`config.mk`:
```
export PLATFORM = sky130hd
export DESIGN_NAME = mux41_scan_ctrl
export DESIGN_NICKNAME = d
export VERILOG_FILES = /design/src/rtl/mux41_scan_ctrl_pkg.sv /design/src/rtl/mux41_scan_ctrl_rr_pick4.sv /design/src/rtl/mux41_scan_ctrl.sv
export SDC_FILE = /design/constraint.sdc
export NUM_CORES = 1
export LEC_CHECK = 0
export CAP_MARGIN = 20
export CELL_PAD_IN_SITES_DETAIL_PLACEMENT = 0
export CELL_PAD_IN_SITES_GLOBAL_PLACEMENT = 1
export CORE_MARGIN = 3
export CORE_UTILIZATION = 44
export DETAILED_ROUTE_END_ITERATION = 8
export PLACE_DENSITY = 0.82
export SLEW_MARGIN = 20
export SYNTH_ARGS = -nofsm -noshare
export SYNTH_HDL_FRONTEND = slang
export SYNTH_SLANG_ARGS = --single-unit
```
`constraint.sdc`:
```
create_clock -name clk -period 4.8 [get_ports clk]
set_clock_uncertainty 0.05 [all_clocks]
set_input_delay 0.48 -clock clk [delete_from_list [all_inputs] [get_ports clk]]
set_output_delay 0.48 -clock clk [all_outputs]
set_load 0.02 [all_outputs]
```
`src/rtl/mux41_scan_ctrl_pkg.sv`:
```
// Shared constants and state encoding for the 4:1 mux select sequencer.
package mux41_scan_ctrl_pkg;

  localparam int NUM_CH = 4;
  localparam int CH_W   = 2;

  typedef enum logic {
    ST_IDLE = 1'b0,
    ST_HOLD = 1'b1
  } state_e;

  typedef logic [CH_W-1:0] ch_idx_t;

endpackage

```
`src/rtl/mux41_scan_ctrl_rr_pick4.sv`:
```
// Combinational round-robin pick over four requesters, starting after 'last'.
module rr_pick4
  import mux41_scan_ctrl_pkg::*;
(
  input  logic [NUM_CH-1:0] req,
  input  ch_idx_t           last,
  output ch_idx_t           idx,
  output logic              any
);

  ch_idx_t cand;

  // Walk offsets farthest-first so the nearest requester after 'last' wins.
  always_comb begin
    idx  = '0;
    cand = '0;
    for (int off = NUM_CH; off >= 1; off--) begin
      cand = last + CH_W'(off);
      if (req[cand]) idx = cand;
    end
  end

  assign any = |req;

endmodule

```
`src/rtl/mux41_scan_ctrl.sv`:
```
// Round-robin select sequencer: holds each granted mux channel for DWELL cycles.
module mux41_scan_ctrl
  import mux41_scan_ctrl_pkg::*;
#(
  parameter int DWELL = 4,
  parameter int CNT_W = 8
) (
  input  logic              clk,
  input  logic              rst_n,
  input  logic              en,
  input  logic [NUM_CH-1:0] req,
  output logic              s0,
  output logic              s1,
  output logic              valid,
  output logic              ch_done,
  output logic              busy
);

  localparam logic [CNT_W-1:0] CNT_LOAD  = CNT_W'(DWELL - 1);
  localparam logic             LOAD_DONE = (DWELL == 1);

  state_e           state_q;
  logic [CNT_W-1:0] cnt_q;
  ch_idx_t          last_q;
  ch_idx_t          sel_q;
  logic             valid_q;
  logic             done_q;

  ch_idx_t          pick_last;
  ch_idx_t          pick_idx;
  logic             pick_any;

  // At the end of a grant the pointer moves to the current channel in the
  // same edge as the next pick, so the picker already sees it as 'last'.
  assign pick_last = (state_q == ST_HOLD && cnt_q == '0) ? sel_q : last_q;

  rr_pick4 u_pick (
    .req  (req),
    .last (pick_last),
    .idx  (pick_idx),
    .any  (pick_any)
  );

  always_ff @(posedge clk or negedge rst_n) begin
    if (!rst_n) begin
      state_q <= ST_IDLE;
      cnt_q   <= '0;
      last_q  <= ch_idx_t'(NUM_CH - 1);
      sel_q   <= '0;
      valid_q <= 1'b0;
      done_q  <= 1'b0;
    end else begin
      unique case (state_q)
        ST_IDLE: begin
          done_q <= 1'b0;
          if (en && pick_any) begin
            state_q <= ST_HOLD;
            sel_q   <= pick_idx;
            cnt_q   <= CNT_LOAD;
            valid_q <= 1'b1;
            done_q  <= LOAD_DONE;
          end else begin
            valid_q <= 1'b0;
          end
        end
        ST_HOLD: begin
          if (cnt_q == '0) begin
            last_q <= sel_q;
            if (en && pick_any) begin
              sel_q   <= pick_idx;
              cnt_q   <= CNT_LOAD;
              valid_q <= 1'b1;
              done_q  <= LOAD_DONE;
            end else begin
              state_q <= ST_IDLE;
              valid_q <= 1'b0;
              done_q  <= 1'b0;
            end
          end else if (!en) begin
            // Abort: pointer untouched so the dropped channel keeps priority.
            state_q <= ST_IDLE;
            cnt_q   <= '0;
            valid_q <= 1'b0;
            done_q  <= 1'b0;
          end else begin
            cnt_q  <= cnt_q - 1'b1;
            done_q <= (cnt_q == CNT_W'(1));
          end
        end
        default: begin
          state_q <= ST_IDLE;
          valid_q <= 1'b0;
          done_q  <= 1'b0;
        end
      endcase
    end
  end

  assign s0      = sel_q[0];
  assign s1      = sel_q[1];
  assign valid   = valid_q;
  assign ch_done = done_q;
  assign busy    = (state_q == ST_HOLD);

endmodule

```
After elaboration in Yosys (flattened, before gate mapping)
Index checks and enable logic that the tools add are counted.
{"block": "op_classes", "eq_ne": 3, "n_reduce_logical": 5, "add_sub_neg": 4, "muxes": 30, "bitwise_logic": 1, "n_lt_le_gt_ge": 4}
{"operator": "$mux W8", "n": 3}
{"operator": "$pmux W8 S2", "n": 1}
{"operator": "$mux W2", "n": 7}
{"operator": "$lt A2 B3 Y1 const B", "n": 4}
{"operator": "$mux W1", "n": 11}
{"operator": "$bmux W1 S2", "n": 4}
{"operator": "$eq A8 B1 Y1 const B", "n": 1}
{"operator": "$logic_not A8 Y1", "n": 1}
{"operator": "$sub A8 B1 Y8 const B", "n": 1}
{"operator": "$pmux W1 S2", "n": 3}
{"operator": "$add A2 B2 Y2 const B", "n": 2}
{"operator": "$pmux W2 S2", "n": 1}
{"operator": "$reduce_or A4 Y1", "n": 1}
{"operator": "$ne A3 B2 Y1 const B", "n": 1}
{"operator": "$add A2 B1 Y2 const B", "n": 1}
{"operator": "$logic_and A1 B1 Y1", "n": 2}
{"operator": "$ne A2 B1 Y1 const B", "n": 1}
{"operator": "$reduce_and A2 Y1", "n": 1}
{"operator": "$not A1 Y1", "n": 1}
{"block": "totals", "in_bits": 7, "regBits": 15}

Depth between registers and ports, before layout
Gate-level depths: netlist of run 1.
{"block": "depth", "ltp_word": 12, "mapped_depth": 8, "depth_no_buf": 7}

Cells and area by module
From an unflattened synthesis of run 1, not the netlist that was laid out.
{"block": "hier_totals", "cells_unflattened": 80, "hier_area_um2": 854.6}
{"module": "mux41_scan_ctrl", "cells_each": 66, "instances": 1, "area_each_um2": 763.2}
{"module": "rr_pick4", "cells_each": 14, "instances": 1, "area_each_um2": 91.3}

Worst setup path before layout of run 1
Ideal clock, no wire load.
{"block": "synth_timing", "path_kind": "register to register", "startpoint": "reg cnt_q[0]", "endpoint": "reg cnt_q[2]", "t_arrival_ns": 1.747, "setup_ns": 0.129, "path_stages_with_launch": 9, "slack_ns": 2.874, "t_required_ns": 4.621, "n_path_buf": 1, "synth_period_minus_slack_ns": 1.926, "cell_sequence": "dfrtp_1 > inv_1 > ha_1 > or3b_2 > o211ai_4 > buf_4 > nor2_1 > o21ai_0 > o21ai_0"}
{"block": "synth_between", "elab_chain_cells": 4, "word_cells_on_any_way": 5}
{"element": "start: declaration", "line_no": "mux41_scan_ctrl.sv:23", "text": "logic [CNT_W-1:0] cnt_q;"}
{"element": "start signal: assignment", "line_no": "mux41_scan_ctrl.sv:86", "text": "cnt_q <= cnt_q - 1'b1;"}
{"element": "$sub A8 B1 Y8", "line_no": "mux41_scan_ctrl.sv:86"}
{"element": "$mux W8", "line_no": "mux41_scan_ctrl.sv:79", "text": "end else if (!en) begin"}
{"element": "$mux W8 *", "line_no": "mux41_scan_ctrl.sv:67", "text": "if (cnt_q == '0) begin"}
{"element": "$pmux W8 S2 *", "line_no": "mux41_scan_ctrl.sv:53", "text": "unique case (state_q)"}
Every way passes the cells marked *; elsewhere a longest branch is shown, timed or not.
A chain may end at the register's enable or synchronous reset.

Final worst setup path of run 1
{"block": "layout_timing", "startpoint": "reg cnt_q[2]", "endpoint": "reg sel_q[1]"}
{"block": "layout_between", "elab_chain_cells": 12, "word_cells_on_any_way": 22}
{"element": "$logic_not A8 Y1 *", "line_no": "mux41_scan_ctrl.sv:35, mux41_scan_ctrl.sv:67"}
{"element": "$logic_and A1 B1 Y1", "line_no": "mux41_scan_ctrl.sv:35", "text": "assign pick_last = (state_q == ST_HOLD && cnt_q == '0) ? sel_q : last_q;"}
{"element": "$mux W2", "line_no": "mux41_scan_ctrl.sv:35"}
{"element": "$add A2 B2 Y2 or $bmux W1 S2 (tied branches)", "line_no": "mux41_scan_ctrl_rr_pick4.sv:18, mux41_scan_ctrl_rr_pick4.sv:19"}
{"element": "$bmux W1 S2 or $mux W1 (tied branches)", "line_no": "mux41_scan_ctrl_rr_pick4.sv:19", "text": "if (req[cand]) idx = cand;"}
{"element": "$mux W1 (not written as such) or $mux W2 (tied branches)", "line_no": "mux41_scan_ctrl_rr_pick4.sv:19"}
{"element": "$mux W2 (3 in series)", "line_no": "mux41_scan_ctrl_rr_pick4.sv:19"}
{"element": "$mux W2", "line_no": "mux41_scan_ctrl.sv:56, mux41_scan_ctrl.sv:69"}
{"element": "$mux W2", "line_no": "mux41_scan_ctrl.sv:67"}
{"element": "$pmux W2 S2", "line_no": "mux41_scan_ctrl.sv:53"}
{"element": "end signal: assignment", "line_no": "mux41_scan_ctrl.sv:58", "text": "sel_q <= pick_idx;"}
{"element": "end signal: assignment", "line_no": "mux41_scan_ctrl.sv:70", "text": "sel_q <= pick_idx;"}
{"element": "end: declaration", "line_no": "mux41_scan_ctrl.sv:25", "text": "ch_idx_t sel_q;"}
Every way passes the cells marked *; elsewhere a longest branch is shown, timed or not. The select of a mux whose other input is x is not followed.

==> results of run 1 <==
worst paths after layout:
check | to | slack, ns | cells after the start
max | sel_q[1] | 2.50 | 5
min | last_q[1] | 0.48 | 2
max reg2reg | sel_q[1] | 2.50 | 5
min reg2reg | last_q[1] | 0.48 | 2
max in group asynchronous | sel_q[0] | 3.74 | 1
min in group asynchronous | cnt_q[3] | 0.54 | 1
registers in the layout, summed over array words and instances (netlist names):
register  flops
busy          1
last_q        2
valid         1
cnt_q         8
ch_done       1
sel_q         2
layer usage:
metal / share of wire, % / up-vias
li1: - / 409
met1: 52 / 395
met2: 42 / 20
met3: 5.5 / 0
met4: 0 / 0
met5: 0 / -
critical path, delay by kind of cell, from the launching register on:
kind             cells  cell delay, ns
AO/OA/AOI/OAI        2            0.39
flip-flops           1            0.45
AND/OR/NAND/NOR      3            1.31
kinds of logic (layout without fill, tap and decap cells):
kind of cell / Yosys count / in the layout
xor gates and xnor gates: 1 / 1
adders and majority gates: 3 / 3
muxes: 5 / 5
AOI/OAI and AO/OA: 31 / 31
buffers and inverters: 9 / 22
and+or+nand+nor: 40 / 40
DFF: 15 / 15
cell usage in the layout (no fill, tap or decap), types with 2 or more instances in the layout:
master and instances:
a21oi_1 2, clkbuf_4 3, clkdlybuf4s50_1 11, dfrtp_1 13, dfstp_2 2, ha_1 3, inv_1 7, mux2_2 2
mux2i_1 3, nand2_1 7, nand2b_1 2, nand3_1 2, nand3b_1 2, nor2_1 10, nor2b_1 2, nor3_1 3
o21ai_0 14, o21ai_2 2, o31ai_1 3, or2_2 2, or4_4 2
cell type report:
class,count,area (µm²)
Clock buffer,4,26.3
Fill cell,185,888
Tap cell,27,33.8
Timing Repair Buffer,11,110
Sequential cell,15,378
Inverter,7,26.3
Multi-Input combinational cell,80,539
power groups by stage:
stage	registers, mW	logic [mW]	clock network [mW]
after detailed placement	0.273	0.404	0
after global placement	0.271	0.396	0
after CTS	0.270	0.405	0.0736
final	0.272	0.402	0.0698
after global routing	0.283	0.451	0.0800
after floorplan	0.270	0.294	0
through the flow:
step / std cells / hold slack (ns) / area (µm²) / worst slack (ns) / utilization, %
after global placement: 140 / 0.464 / 1090 / 2.59 / 54.3
after global routing: 144 / 0.529 / 1110 / 2.29 / 55.6
final: 144 / 0.478 / 1110 / 2.50 / 55.6
after CTS: 144 / 0.479 / 1110 / 2.53 / 55.6
after detailed placement: 140 / 0.468 / 1090 / 2.54 / 54.3
after floorplan: 104 / 0.134 / 956 / 2.87 / -
==> impl_metrics.csv, run 1 <==
group,metric,value,unit
cts,cts_tree,"yes",
synthesis,synth_mux_area_share,5.50,%
critical_path,crit_path_start_kind,"flop",
synthesis,synth-xor-area-share,0.916,%
critical_path,crit_type,"reg2reg",
synthesis,yosysMostFrequentCell,"o21ai_0",
cts,cts_max_path_buffers,2,
synthesis,synthesis.nets,114,
status,status,"completed",
layout,antennaDiodeCount,0,
sta,setup_viol,0,
synthesis,ys.flop_type,"dfrtp_1",
cts,cts_resized,0,
cts,hold_buffers,0,
synthesis,yosysTopAreaCellShare,34.0,%
floorplanning,start_util,47.8,%
synthesis,yosys.cell_types.count,40,
critical_path,slowest_stage,"nand4_1",
power_and_ir_drop,p_total,0.744,mW
cts,cts_root_buf,"clkbuf_4",
synthesis,synth.avg_cell_area,9.19,µm²
critical_path,crit_required,4.93,ns
hold_path,hp-class,"reg2reg",
routing,wirelength,2010,µm
global_routing,first_global_vias,746,
sta,fmax,435,MHz
cts,clkSlewWorstSetupHoldPaths,0.09,ns
sta,worstMarginPinSlew,0.647,ns
synthesis,synth_top_area_cell,"dfrtp_1",
routing,routed_via_density,5.72,
routing,first_pass_iters,4,
power_and_ir_drop,p_seq_share,36.6,%
critical_path,crit_path_cell_trace,"nor4_2 > nand4_1 > nor4b_1 > a311oi_1 > a32o_1",
global_routing,grt_max_degree,16,
synthesis,ys_top_cells_by_count,"o21ai_0 (14), dfrtp_1 (13), nor2_1 (10)",
critical_path,end_kind,"flop",
floorplanning,core,2000,µm²
placed_design,gp_congestion,0.813,
synthesis,synth_compound_area_share,22.4,%
critical_path,cp_max_fo,12,
critical_path,critPathLaunch,"cnt_q[2]",
power_and_ir_drop,p_int,0.408,mW
cts,cts.sinks,15,
routing,drtIter0Drc,20,
cts,clk_latency,0.28,ns
global_routing,met3_usage,5.13,%
sta,rsz0062_at_grt,"false",
placed_design,dpl.hpwl,1520,µm
floorplanning,die_h,52.6,µm
critical_path,arrival,2.43,ns
power_and_ir_drop,clockPowerShare,9.4,%
run,maxCapViolations,0,
critical_path,r2r-start,"cnt_q[2]",
routing,vias,824,
critical_path,cp_slowest_stage_delay,0.51,ns
synthesis,synth_area_leaders,"dfrtp_1 (34%), o21ai_0 (7.3%), dfstp_2 (5.5%), ha_1 (3.9%), nor2_1 (3.9%)",
sta,finalSetupTns,0,ns
sta,period_share,47.9,%
power_and_ir_drop,peakVddDrop,0.340,mV
cts,numCtsBuffers,3,
synthesis,synthCells,104,
hold_path,worstHoldStart,"last_q[1]",
layout,fin_nets,128,
floorplanning,ios,12,
sta,slew-limit-headroom,56.7,%
power_and_ir_drop,switchingPower,0.336,mW
synthesis,async_flop_share,100,%
power_and_ir_drop,p_leak,0.471,nW
cts,htreeDepth,1,
global_routing,grt_antenna_before_repair,0,
global_routing,met1_usage,25.9,%
global_routing,grt-busiest-layer,"met1",
synthesis,synth_top_family_by_area,"simple AND/OR/NAND/NOR gates",
cts,post_cts_buffers,0,
floorplanning,fp.dieW,52.6,µm
global_routing,use_met2,23.1,%
sta,period_minus_slack,2.30,ns
synthesis,ys_seq_area_share,39.5,%
synthesis,yosys.area_share.adder,3.93,%
synthesis,ys_ff_latch,15,
power_and_ir_drop,swShare,45.2,%
synthesis,synth-edff-count,0,
synthesis,yosysWarnings,0,
layout,drive_above_1_share,14.5,%
power_and_ir_drop,powerDensity,668,nW/µm²
routing,ant_nets,0,
sta,slew_viol_final,0,
placed_design,portBuffers,11,
synthesis,synth-simple-area-share,23.7,%
sta,timing_hold_violations_final,0,
routing,routedWlPerCell,14.0,µm
power_and_ir_drop,p_comb_share,54.0,%
layout,syn_to_final_growth,16.5,%
global_routing,grt_pass1_wl,3500,µm
floorplanning,fp-row-count,16,
global_routing,overflow,0,
routing,drcViolationCount,0,
global_routing,grt_usage,17.2,%
synthesis,synthesis.area,956,µm²
floorplanning,dieArea,2770,µm²
Power figures use the tool's default switching activity.
==> run 2: changes to the inputs <==
--- a/config.mk
+++ b/config.mk
@@ -9,9 +9,9 @@
 export CELL_PAD_IN_SITES_DETAIL_PLACEMENT = 0
 export CELL_PAD_IN_SITES_GLOBAL_PLACEMENT = 1
 export CORE_MARGIN = 3
-export CORE_UTILIZATION = 44
+export CORE_UTILIZATION = 37
 export DETAILED_ROUTE_END_ITERATION = 8
-export PLACE_DENSITY = 0.82
+export PLACE_DENSITY = 0.74
 export SLEW_MARGIN = 20
 export SYNTH_ARGS = -nofsm -noshare
 export SYNTH_HDL_FRONTEND = slang
==> constraint.sdc (replaced) <==
create_clock -name clk -period 1.91 [get_ports clk]
set_clock_uncertainty 0.05 [all_clocks]
set_input_delay 0.191 -clock clk [delete_from_list [all_inputs] [get_ports clk]]
set_output_delay 0.191 -clock clk [all_outputs]
set_load 0.02 [all_outputs]
==> impl_metrics.csv, run 2 (synthesis gave the netlist of run 1 again) <==
group,metric,value,unit
layout,largest_reg_flops,8,
routing,drtIter0Drc,21,
global_routing,use_met2,22.9,%
floorplanning,fp-row-count,17,
floorplanning,core,2340,µm²
critical_path,arrival,2.02,ns
global_routing,grt_usage,15.1,%
layout,fillers,219,
sta,period_minus_slack,1.90,ns
critical_path,r2r-start,"cnt_q[1]",
power_and_ir_drop,swShare,42.3,%
power_and_ir_drop,p_comb_share,62.8,%
floorplanning,start_util,40.9,%
routing,vias,930,
critical_path,cp_max_fo,4,
placed_design,dpl.hpwl,1740,µm
floorplanning,die_h,56.8,µm
layout,regMostFlops,"cnt_q",
global_routing,grt-busiest-layer,"met2",
cts,cts_tree,"yes",
sta,period_share,99.2,%
routing,ant_nets,0,
placed_design,dp_slack,-0.0686,ns
global_routing,met1_usage,21.0,%
layout,drive_above_1_share,34.8,%
critical_path,r2r_end,"cnt_q[7]",
critical_path,crit_required,2.03,ns
floorplanning,fp.dieW,56.8,µm
routing,routed_via_density,5.60,
cts,cts.sinks,15,
placed_design,gp_congestion,0.830,
sta,slew-limit-headroom,81.4,%
cts,cts_root_buf,"clkbuf_4",
cts,hold_buffers,0,
hold_path,hp-class,"in2async",
critical_path,critPathLaunch,"cnt_q[1]",
critical_path,crit_type,"reg2reg",
power_and_ir_drop,p_int,1.34,mW
power_and_ir_drop,p_seq_share,29.0,%
layout,top_regs,"cnt_q x8, last_q x2, sel_q x2",
cts,cts_max_path_buffers,2,
power_and_ir_drop,switchingPower,0.980,mW
cts,htreeDepth,1,
sta,fmax,528,MHz
power_and_ir_drop,powerDensity,1730,nW/µm²
routing,drcViolationCount,0,
cts,clkSlewWorstSetupHoldPaths,0.10,ns
floorplanning,dieArea,3230,µm²
routing,wirelength,2350,µm
layout,fin_nets,149,
sta,timing_hold_violations_final,0,
global_routing,first_global_vias,827,
critical_path,rr_worst_depth,5,
layout,final_common_cell,"buf_4",
layout,antennaDiodeCount,0,
sta,worstMarginPinSlew,0.277,ns
layout,final_util,57.2,%
global_routing,met3_usage,3.68,%
global_routing,grt_antenna_before_repair,0,
routing,routedWlPerCell,14.2,µm
placed_design,portBuffers,11,
sta,rsz0062_at_grt,"true",
power_and_ir_drop,p_leak,0.584,nW
routing,first_pass_iters,4,
critical_path,end_kind,"flop",
global_routing,grt_pass1_wl,3830,µm
status,status,"completed",
power_and_ir_drop,clockPowerShare,8.2,%
floorplanning,ios,12,
critical_path,crit_path_start_kind,"flop",
cts,clk_latency,0.29,ns
global_routing,overflow,0,
layout,layout_common_cells,"buf_4 (19), dfrtp_1 (12), clkdlybuf4s50_1 (11), nor2_1 (10), o21ai_0 (10)",
layout,syn_to_final_growth,40.1,%
power_and_ir_drop,peakVddDrop,1.13,mV
cts,numCtsBuffers,3,
critical_path,ff2ff_setup_slack,0.01,ns
global_routing,grt_max_degree,16,
sta,setup_viol,0,
sta,slew_viol_final,0,
run,maxCapViolations,0,
sta,setup_ws,0.0144,ns
[run 2: cell types whose count changed in the layout (fill, tap and decap cells not counted), sizes merged]
cell  delta
buf     +21
[run 2: area by class of cell]
class	count	area (µm²)	area share, %
multi-input combinational	80	588	43.9
sequential	15	379	28.3
timing repair buffer	32	284	21.2
tap	28	35.0	2.62
clock buffer	4	26.3	1.96
inverter	7	26.3	1.96
[run 2: power groups by stage]
stage / logic (mW) / registers [mW] / clock network, mW
finish: 1.46 / 0.673 / 0.191
global placement: 1.30 / 0.660 / 0
floorplan: 0.744 / 0.679 / 0
detailed placement: 1.32 / 0.660 / 0
CTS: 1.33 / 0.657 / 0.198
global route: 1.58 / 0.700 / 0.210
[run 2: timing repair]
| item | CTS | global route |
|---|---|---|
| endpoints found under the setup margin | 7 | 8 |
| gates resized for setup | 1 | 18 |
| pin swaps | 0 | 2 |
| setup buffers | 0 | 1 |
| gates cloned | 0 | 0 |
[run 2: through the flow]
stage	total power, mW	cells	hold slack [ns]	TNS [ns]	instance area (µm²)
6_report	2.32	166	0.156	0	1340
5_1_grt	2.49	166	0.160	-0.0960	1340
3_3_place_gp	1.96	161	0.466	-0.0541	1250
3_5_place_dp	1.98	161	0.478	-0.251	1250
2_1_floorplan	1.42	104	-0.155	0	960
4_1_cts	2.19	165	0.154	0	1280
[run 2: metal layers]
layer  wire, µm  vias up
li1           -      453
met1       1140      455
met2       1090       18
met3         82        4
met4         27        0
met5          0        -
[run 2: worst max-delay path, cell delays in order (launching register included)]
cell	delay [ns]
dfrtp_1	0.44
or4_4	0.55
or4_4	0.43
nor2b_4	0.14
o21ai_2	0.09
o31ai_1	0.08
[run 2: worst max path at each step]
stage	slack [ns]	endpoint	cells past startpoint
2_1_floorplan	0.003	cnt_q[2]	8
3_3_place_gp	-0.04	sel_q[1]	7
3_5_place_dp	-0.07	cnt_q[3]	8
4_1_cts	0.009	cnt_q[7]	6
5_1_grt	-0.03	cnt_q[7]	5
6_report	0.01	cnt_q[7]	5
